### src/rtl/err_compute_gen.sv
// Serial IR steering-error engine. It computes sum_i (R_i - L_i) << i one term per clock,
// then saturates the result, optionally IIR-filters it, and flags line loss on low total intensity.
module err_compute_gen #(
  parameter int N_PAIRS  = 4,
  parameter int IR_W     = 12,
  parameter int ERR_W    = 16,
  parameter int AVG_LOG2 = 0,
  parameter int LOST_THR = 64
) (
  input  logic                      clk,
  input  logic                      rst_n,
  input  logic                      IR_vld,
  input  logic [N_PAIRS*IR_W-1:0]   IR_R,
  input  logic [N_PAIRS*IR_W-1:0]   IR_L,
  output logic signed [ERR_W-1:0]   error,
  output logic                      err_vld,
  output logic                      line_lost,
  output logic                      busy
);

  localparam int N_TERMS = 2 * N_PAIRS;
  localparam int K_W     = $clog2(N_TERMS);
  localparam int ACC_W   = IR_W + N_PAIRS + 1;
  localparam int SUM_W   = IR_W + $clog2(N_TERMS) + 1;
  localparam int WIDE_W  = ((ACC_W > ERR_W) ? ACC_W : ERR_W) + 1;

  localparam logic [K_W-1:0] K_LAST = K_W'(N_TERMS - 1);
  localparam logic signed [WIDE_W-1:0] SAT_HI = {{(WIDE_W-ERR_W+1){1'b0}}, {(ERR_W-1){1'b1}}};
  localparam logic signed [WIDE_W-1:0] SAT_LO = {{(WIDE_W-ERR_W+1){1'b1}}, {(ERR_W-1){1'b0}}};

  typedef enum logic [1:0] {IDLE, ACCUM, DONE} state_e;

  state_e                    state_q, state_d;
  logic [K_W-1:0]            k_q, k_d;
  logic signed [ACC_W-1:0]   acc_q, acc_d;
  logic [SUM_W-1:0]          sum_q, sum_d;
  logic [N_PAIRS*IR_W-1:0]   r_q, r_d, l_q, l_d;
  logic signed [ERR_W-1:0]   error_q, error_d;
  logic                      vld_q, vld_d, lost_q, lost_d, busy_q, busy_d;

  int                        pair_idx;
  logic [IR_W-1:0]           reading;
  logic signed [ACC_W-1:0]   term;
  logic signed [WIDE_W-1:0]  acc_wide;
  logic signed [ERR_W-1:0]   raw;
  logic signed [ERR_W:0]     diff, step, filt;

  // Even k selects R_i, odd k selects L_i, both weighted by 2^i.
  always_comb begin
    pair_idx = int'(k_q >> 1);
    reading  = k_q[0] ? l_q[IR_W*pair_idx +: IR_W] : r_q[IR_W*pair_idx +: IR_W];
    term     = $signed({{(ACC_W-IR_W){1'b0}}, reading}) <<< pair_idx;
  end

  always_comb begin
    acc_wide = WIDE_W'(acc_q);
    if (acc_wide > SAT_HI)      raw = SAT_HI[ERR_W-1:0];
    else if (acc_wide < SAT_LO) raw = SAT_LO[ERR_W-1:0];
    else                        raw = acc_wide[ERR_W-1:0];
    // One guard bit keeps raw - error exact; the filtered result stays between old and raw.
    diff = (ERR_W+1)'(raw) - (ERR_W+1)'(error_q);
    step = diff >>> AVG_LOG2;
    filt = (ERR_W+1)'(error_q) + step;
  end

  always_comb begin
    // NOTE: every next-state signal gets a default first so no path leaves it unassigned (no latch).
    state_d = state_q;
    k_d     = k_q;
    acc_d   = acc_q;
    sum_d   = sum_q;
    r_d     = r_q;
    l_d     = l_q;
    error_d = error_q;
    lost_d  = lost_q;
    busy_d  = busy_q;
    vld_d   = 1'b0;
    case (state_q)
      IDLE: begin
        if (IR_vld) begin
          r_d     = IR_R;
          l_d     = IR_L;
          acc_d   = '0;
          sum_d   = '0;
          k_d     = '0;
          busy_d  = 1'b1;
          state_d = ACCUM;
        end
      end
      ACCUM: begin
        acc_d = k_q[0] ? acc_q - term : acc_q + term;
        sum_d = sum_q + SUM_W'(reading);
        k_d   = k_q + 1'b1;
        if (k_q == K_LAST) state_d = DONE;
      end
      DONE: begin
        error_d = (AVG_LOG2 == 0) ? raw : filt[ERR_W-1:0];
        lost_d  = int'(sum_q) < LOST_THR;
        vld_d   = 1'b1;
        busy_d  = 1'b0;
        state_d = IDLE;
      end
      default: state_d = IDLE;
    endcase
  end

  // NOTE: non-blocking assignments so every register samples the pre-edge values together.
  always_ff @(posedge clk or negedge rst_n) begin
    if (!rst_n) begin
      state_q <= IDLE;
      k_q     <= '0;
      acc_q   <= '0;
      sum_q   <= '0;
      // NOTE: the snapshot is reset too, so a reset mid-frame never leaves stale data to be read.
      r_q     <= '0;
      l_q     <= '0;
      error_q <= '0;
      vld_q   <= 1'b0;
      lost_q  <= 1'b0;
      busy_q  <= 1'b0;
    end else begin
      state_q <= state_d;
      k_q     <= k_d;
      acc_q   <= acc_d;
      sum_q   <= sum_d;
      r_q     <= r_d;
      l_q     <= l_d;
      error_q <= error_d;
      vld_q   <= vld_d;
      lost_q  <= lost_d;
      busy_q  <= busy_d;
    end
  end

  assign error     = error_q;
  assign err_vld   = vld_q;
  assign line_lost = lost_q;
  assign busy      = busy_q;

endmodule
### config.mk
export PLATFORM = sky130hd
export DESIGN_NAME = err_compute_gen
export DESIGN_NICKNAME = d
export VERILOG_FILES = /design/src/rtl/err_compute_gen.sv
export SDC_FILE = /design/constraint.sdc
export NUM_CORES = 1
export LEC_CHECK = 0
export BUFFER_PORTS_ARGS = -buffer_cell sky130_fd_sc_hd__buf_2
export CAP_MARGIN = 20
export CELL_PAD_IN_SITES_DETAIL_PLACEMENT = 1
export CELL_PAD_IN_SITES_GLOBAL_PLACEMENT = 2
export CORE_ASPECT_RATIO = 2
export CORE_MARGIN = 1.5
export CORE_UTILIZATION = 25
export CTS_CLUSTER_SIZE = 28
export DETAILED_ROUTE_END_ITERATION = 8
export PLACE_DENSITY = 0.66
export RECOVER_POWER = 50
export SLEW_MARGIN = 20
export SYNTH_ARGS = -nofsm -noshare
export SYNTH_HDL_FRONTEND = slang
export SYNTH_SLANG_ARGS = --single-unit
### constraint.sdc
create_clock -name clk -period 5.5 [get_ports clk]
set_input_delay 0.825 -clock clk [delete_from_list [all_inputs] [get_ports clk]]
set_output_delay 0.825 -clock clk [all_outputs]
set_load 0.01 [all_outputs]
# [Word-level counts from Yosys, hierarchy flattened]
# Index checks and enable logic that the tools add are counted.
[totals] regBits=153 in_bits=99 output_inout_bits=19 wordCells=49
[classes] n_addsub=4 multipliers=1 magnitude_cmp=3 n_eq_ne=5 n_shift=3 muxes=16 n_reduce_logical=7
[op_table] operator="$mux W16" count=3
[op_table] operator="$shiftx A48 B32 Y12" count=1
[op_table] operator="$shiftx A48 B7 Y12" count=1
[op_table] operator="$mux W17" count=2
[op_table] operator="$pmux W17 S2" count=1
[op_table] operator="$pmux W16 S2" count=1
[op_table] operator="$add A17 B17 Y17" count=1
[op_table] operator="$gt A17 B16 Y1 const B" count=1
[op_table] operator="$lt A17 B16 Y1 const B" count=1
[op_table] operator="$sshl A13 B2 Y17" count=1
[op_table] operator="$sub A17 B17 Y17" count=1
[op_table] operator="$add A16 B12 Y16" count=1
[op_table] operator="$lt A16 B7 Y1 const B" count=1
[op_table] operator="$mux W12" count=1
[op_table] operator="$reduce_and A2 Y1" count=4
[op_table] operator="$pmux W3 S2" count=1
[op_table] operator="$mul A2 B2 Y4 const A" count=1
[op_table] operator="$mux W2" count=2
[op_table] operator="$ne A2 B2 Y1 const B" count=2
[op_table] operator="$pmux W2 S2" count=1
[op_table] operator="$reduce_bool A2 Y1" count=2
[op_table] operator="$add A3 B1 Y3 const B" count=1
[op_table] operator="$eq A3 B3 Y1 const B" count=1
[op_table] operator="$mux W3" count=1
[op_table] operator="5 further kinds" count=6

# [Depth between registers and ports, before layout]
[depth] word_depth=7 depth_mapped=20 ltp_nobuf=18

# [Worst setup path after synthesis]
# No wires, ideal clock.
[synth_path] path_kind="register to register" from="register k_q[0]" to="register sum_q[13]" setup_ns=0.079 arrival_ns=4.204 required_time_ns=5.421 setup_slack_ns=1.216 path_stages_with_launch=18 n_path_buf=5 synth_period_minus_slack_ns=4.284 path_cell_list="dfrtp_1 -> clkbuf_1 -> buf_2 -> buf_2 -> buf_1 -> clkbuf_1 -> mux2i_1 -> nand2_1 -> a31o_2 -> ha_1 -> a21o_1 -> a21o_1 -> a2111oi_0 -> nor4_1 -> o31ai_1 -> a21boi_0 -> o211ai_1 -> mux2i_1"
[synth_via] elab_chain_cells=3
[synth_lines] item="start: declaration" line="34" rtl="logic [K_W-1:0] k_q, k_d;"
[synth_lines] item="start signal: assignment" line="123" rtl="k_q <= k_d;"
[synth_lines] item="$mux W12" line="51" rtl="reading = k_q[0] ? l_q[IR_W*pair_idx +: IR_W] : r_q[IR_W*pair_idx +: IR_W];"
[synth_lines] item="$add A16 B12 Y16" line="92" rtl="sum_d = sum_q + SUM_W'(reading);"
[synth_lines] item="$pmux W16 S2" line="78" rtl="case (state_q)"
[synth_lines] item="end signal: assignment" line="125" rtl="sum_q <= sum_d;"
[synth_lines] item="end: declaration" line="36" rtl="logic [SUM_W-1:0] sum_q, sum_d;"
# Every way passes these cells.
# A chain may end at the register's enable or synchronous reset.

# [Worst setup path after layout]
[layout_path] from="register k_q[0]" to="register acc_q[15]"
[layout_via] elab_chain_cells=5 word_cells_on_any_way=6 classes_between="add/sub: 2; shift: 1; mux: 3"
[layout_lines] item="$mux W12" line="51"
[layout_lines] item="$sshl A13 B2 Y17" line="52" rtl="term = $signed({{(ACC_W-IR_W){1'b0}}, reading}) <<< pair_idx;"
[layout_lines] item="$add A17 B17 Y17 / $sub A17 B17 Y17 (equally long branches)" line="91" rtl="acc_d = k_q[0] ? acc_q - term : acc_q + term;"
[layout_lines] item="$mux W17 *" line="91"
[layout_lines] item="$pmux W17 S2 *" line="78"
[layout_lines] item="end signal: assignment" line="112" rtl="acc_q <= '0;"
[layout_lines] item="end signal: assignment" line="124" rtl="acc_q <= acc_d;"
[layout_lines] item="end: declaration" line="35" rtl="logic signed [ACC_W-1:0] acc_q, acc_d;"
# Mark *: on every way between the ends. The rest lies on a longest branch, timed or not.

==> flow_summary.ini <==
[synth]
yosysWarnings = 0
synth_seq_cells = 153
synth_area_sq_um = 8696
synth_top_cells_by_count = 397 x nand2_1, 153 x dfrtp_1, 63 x o21ai_0
async_flop_share = 1.000
synth_top_area_frac = 0.4403
synthesis.nets = 1121
synth_cell_types = 58
synth.most_common_cell = nand2_1
synth_edf_count = 0
yosys.area.top_type = dfrtp_1
synth_area_per_cell_sq_um = 8.793
yosysSeqAreaShare = 0.4403
netlist_instances = 989
yosys_most_used_dff = dfrtp_1
yosys-top-cells-area = dfrtp_1 44%, nand2_1 17%, mux4_2 5.2%

[sta]
fmax_ghz = 0.2081
fin_skew_ns = 0.007001
slew_viol_final = 119
post-route-period-util = 0.8737
period_needed_ns = 4.805
finalHoldViolCount = 0
setup_viol = 0
rsz0062_at_grt = no
tightest_slew_ns = 2.743
tns_ns = 0
slew_headroom = -0.8325

[detailed_routing]
drt_iter0_drc = 357
via_count = 7197
drtPass1Iterations = 5
drc = 0
postRouteAntennaNets = 0
wl_per_cell_microns = 18.10
wirelength_microns = 27730
via_per_inst = 4.698

[pwr]
leakagePower_uw = 0.005050
p_sw_frac = 0.4646
p_per_area_nw_per_um2 = 824.0
clockPowerShare = 0.135
power_uw = 8447
combinationalPowerShare = 0.597
p_int_uw = 4522
p_switching_uw = 3925
vdd_drop_max_mv = 0.3542
seqPwrFrac = 0.268

[clocking]
clock_path_buffers = 2
h-tree-depth = 4
post_cts_resized = 0
cts_buffers = 17
path_clk_slew_ns = 0.06
clock-root-buffer = clkbuf_16
cts_setup_buffers = 0
cts_tree = yes
cts_sinks = 153
insertion_delay_ns = 0.45
cts_hold_buf = 0

[floorplan]
fp.dieW_microns = 134.9
floorplan.initialDensity = 0.2540
ios = 118
die_area_sq_um = 35980
rows = 96
die_h_microns = 266.8
core_sq_um = 34230

[job]
maxCapViolCount = 3

[finish]
layout-drive-gt1-share = 0.1824
final_nets = 1212
area_delta_synth_final_pct = 17.89
fill_cells = 4074
n_antenna_cell = 0

[worst_setup_path]
cp_num_buf_inv = 0
crit_family = compound AO/OA/AOI/OAI gates
critical-path-slowest-cell = dfrtp_4
crit_type = reg2reg
cp_cell_sequence = mux4_2 > mux2i_2 > nand2_2 > nor3_1 > a41oi_1 > xnor2_1 > ha_1 > a21o_1 > a221oi_1 > nor2_1 > a221o_1 > o21a_1 > xnor2_1 > o21ai_0
cpPeakStageDelay_ns = 0.82
cp_data_required_time_ns = 5.78
cp.arrival_ns = 5.09
rrSetupSlack_ns = 0.69
cp-start-kind = register
cp-end-kind = register
path_common_cell = xnor2_1
cp_max_fo = 39

[grt]
grt_pass1_vias = 7748
overflow = 0
antenna_found_initial = 0
grt_max_degree = 72
grt_pass1_wl_microns = 43550
grt_use_total = 0.1622

[placement]
gp_congestion = 0.8166
io_buffers = 117
dpl.hpwl_microns = 21730

[outcome]
status = complete, but fails checks
violations = max-capacitance violations, max-slew violations

[worst_hold_path]
hold_class = in2async
-- cells in the final DEF, fill, tap and decap left out, drive strengths merged, types with 3 or more instances in the layout --
| cell | n |
|---|---|
| a211oi | 8 |
| a21o | 8 |
| a21oi | 24 |
| a22o | 10 |
| a22oi | 4 |
| a31o | 4 |
| a31oi | 4 |
| a32o | 3 |
| and2 | 6 |
| and3 | 4 |
| buf | 124 |
| clkbuf | 25 |
| clkinv | 8 |
| dfrtp | 153 |
| ha | 31 |
| inv | 16 |
| mux2 | 10 |
| mux2i | 37 |
| mux4 | 20 |
| nand2 | 398 |
| nand2b | 11 |
| nand3 | 6 |
| nor2 | 24 |
| nor2b | 6 |
| nor3 | 5 |
| nor4 | 4 |
| o211ai | 5 |
| o21a | 4 |
| o21ai | 64 |
| o31ai | 6 |
| or2 | 3 |
| or3 | 5 |
| xnor2 | 11 |
| xor2 | 19 |
-- state kept, by name, indices dropped and copies added, names as in the netlist --
register / flops
r_q: 48
k_q: 3
l_q: 48
err_vld: 1
acc_q: 17
error: 16
sum_q: 16
state_q: 2
line_lost: 1
busy: 1
-- path summary, 6_finish.rpt --
check,startpoint,end,cells past startpoint
max in group asynchronous,rst_n,l_q[15]$_DFFE_PN0P_,2
min reg2reg,r_q[43]$_DFFE_PN0P_,r_q[43]$_DFFE_PN0P_,2
max,k_q[0]$_DFFE_PN0P_,acc_q[15]$_DFFE_PN0P_,14
min,rst_n,r_q[28]$_DFFE_PN0P_,1
max reg2reg,k_q[0]$_DFFE_PN0P_,acc_q[15]$_DFFE_PN0P_,14
min in group clk,r_q[43]$_DFFE_PN0P_,r_q[43]$_DFFE_PN0P_,2
-- per-layer routing --
layer	GRT usage	routed length [microns]
met5	0	0
met4	0.07730	982
met3	0.02279	606
met2	0.3207	16050
met1	0.1616	10090
-- power groups by stage --
stage               sequential [uW]  combinational (uW)  clock, uW
floorplan                      1970                3940          0
global placement               2300                4990          0
detailed placement             2310                5110          0
CTS                            2290                5130       1180
global route                   2340                5640       1220
finish                         2270                5040       1140
-- metrics by stage --
stage / utilization / cells / instance area (sq um) / setup WS, ns / hold slack (ns)
floorplan: - / 989 / 8696 / 1.216 / 0.4379
global placement: 0.2839 / 1502 / 9718 / 0.8055 / 0.4607
detailed placement: 0.2839 / 1502 / 9718 / 0.6868 / 0.4613
CTS: 0.3001 / 1532 / 10270 / 0.6596 / 0.4067
global route: 0.2995 / 1532 / 10250 / 0.3324 / 0.4364
finish: 0.2995 / 1532 / 10250 / 0.6946 / 0.3756
-- kinds of logic (layout without fill, tap and decap cells) --
family	count (synthesis)	after routing	synth area share
adders and majority gates	35	35	0.05151
AOI/OAI and AO/OA	155	155	0.1132
and+or+nand+nor	476	476	0.2224
muxes	67	67	0.1078
xor gates and xnor gates	30	30	0.03022
DFF	153	153	0.4403
buffers and inverters	73	175	0.03453
-- cell type report --
cell class / instances / area (sq um) / area share
Clock buffer: 22 / 484.2 / 0.04724
Clock inverter: 8 / 71.32 / 0.006957
Inverter: 18 / 67.56 / 0.006591
Multi-Input combinational cell: 763 / 4576 / 0.4464
Sequential cell: 153 / 3832 / 0.3739
Tap cell: 441 / 551.8 / 0.05383
Timing Repair Buffer: 127 / 668.1 / 0.06518
Note: power is estimated with default switching activity, not from simulation.
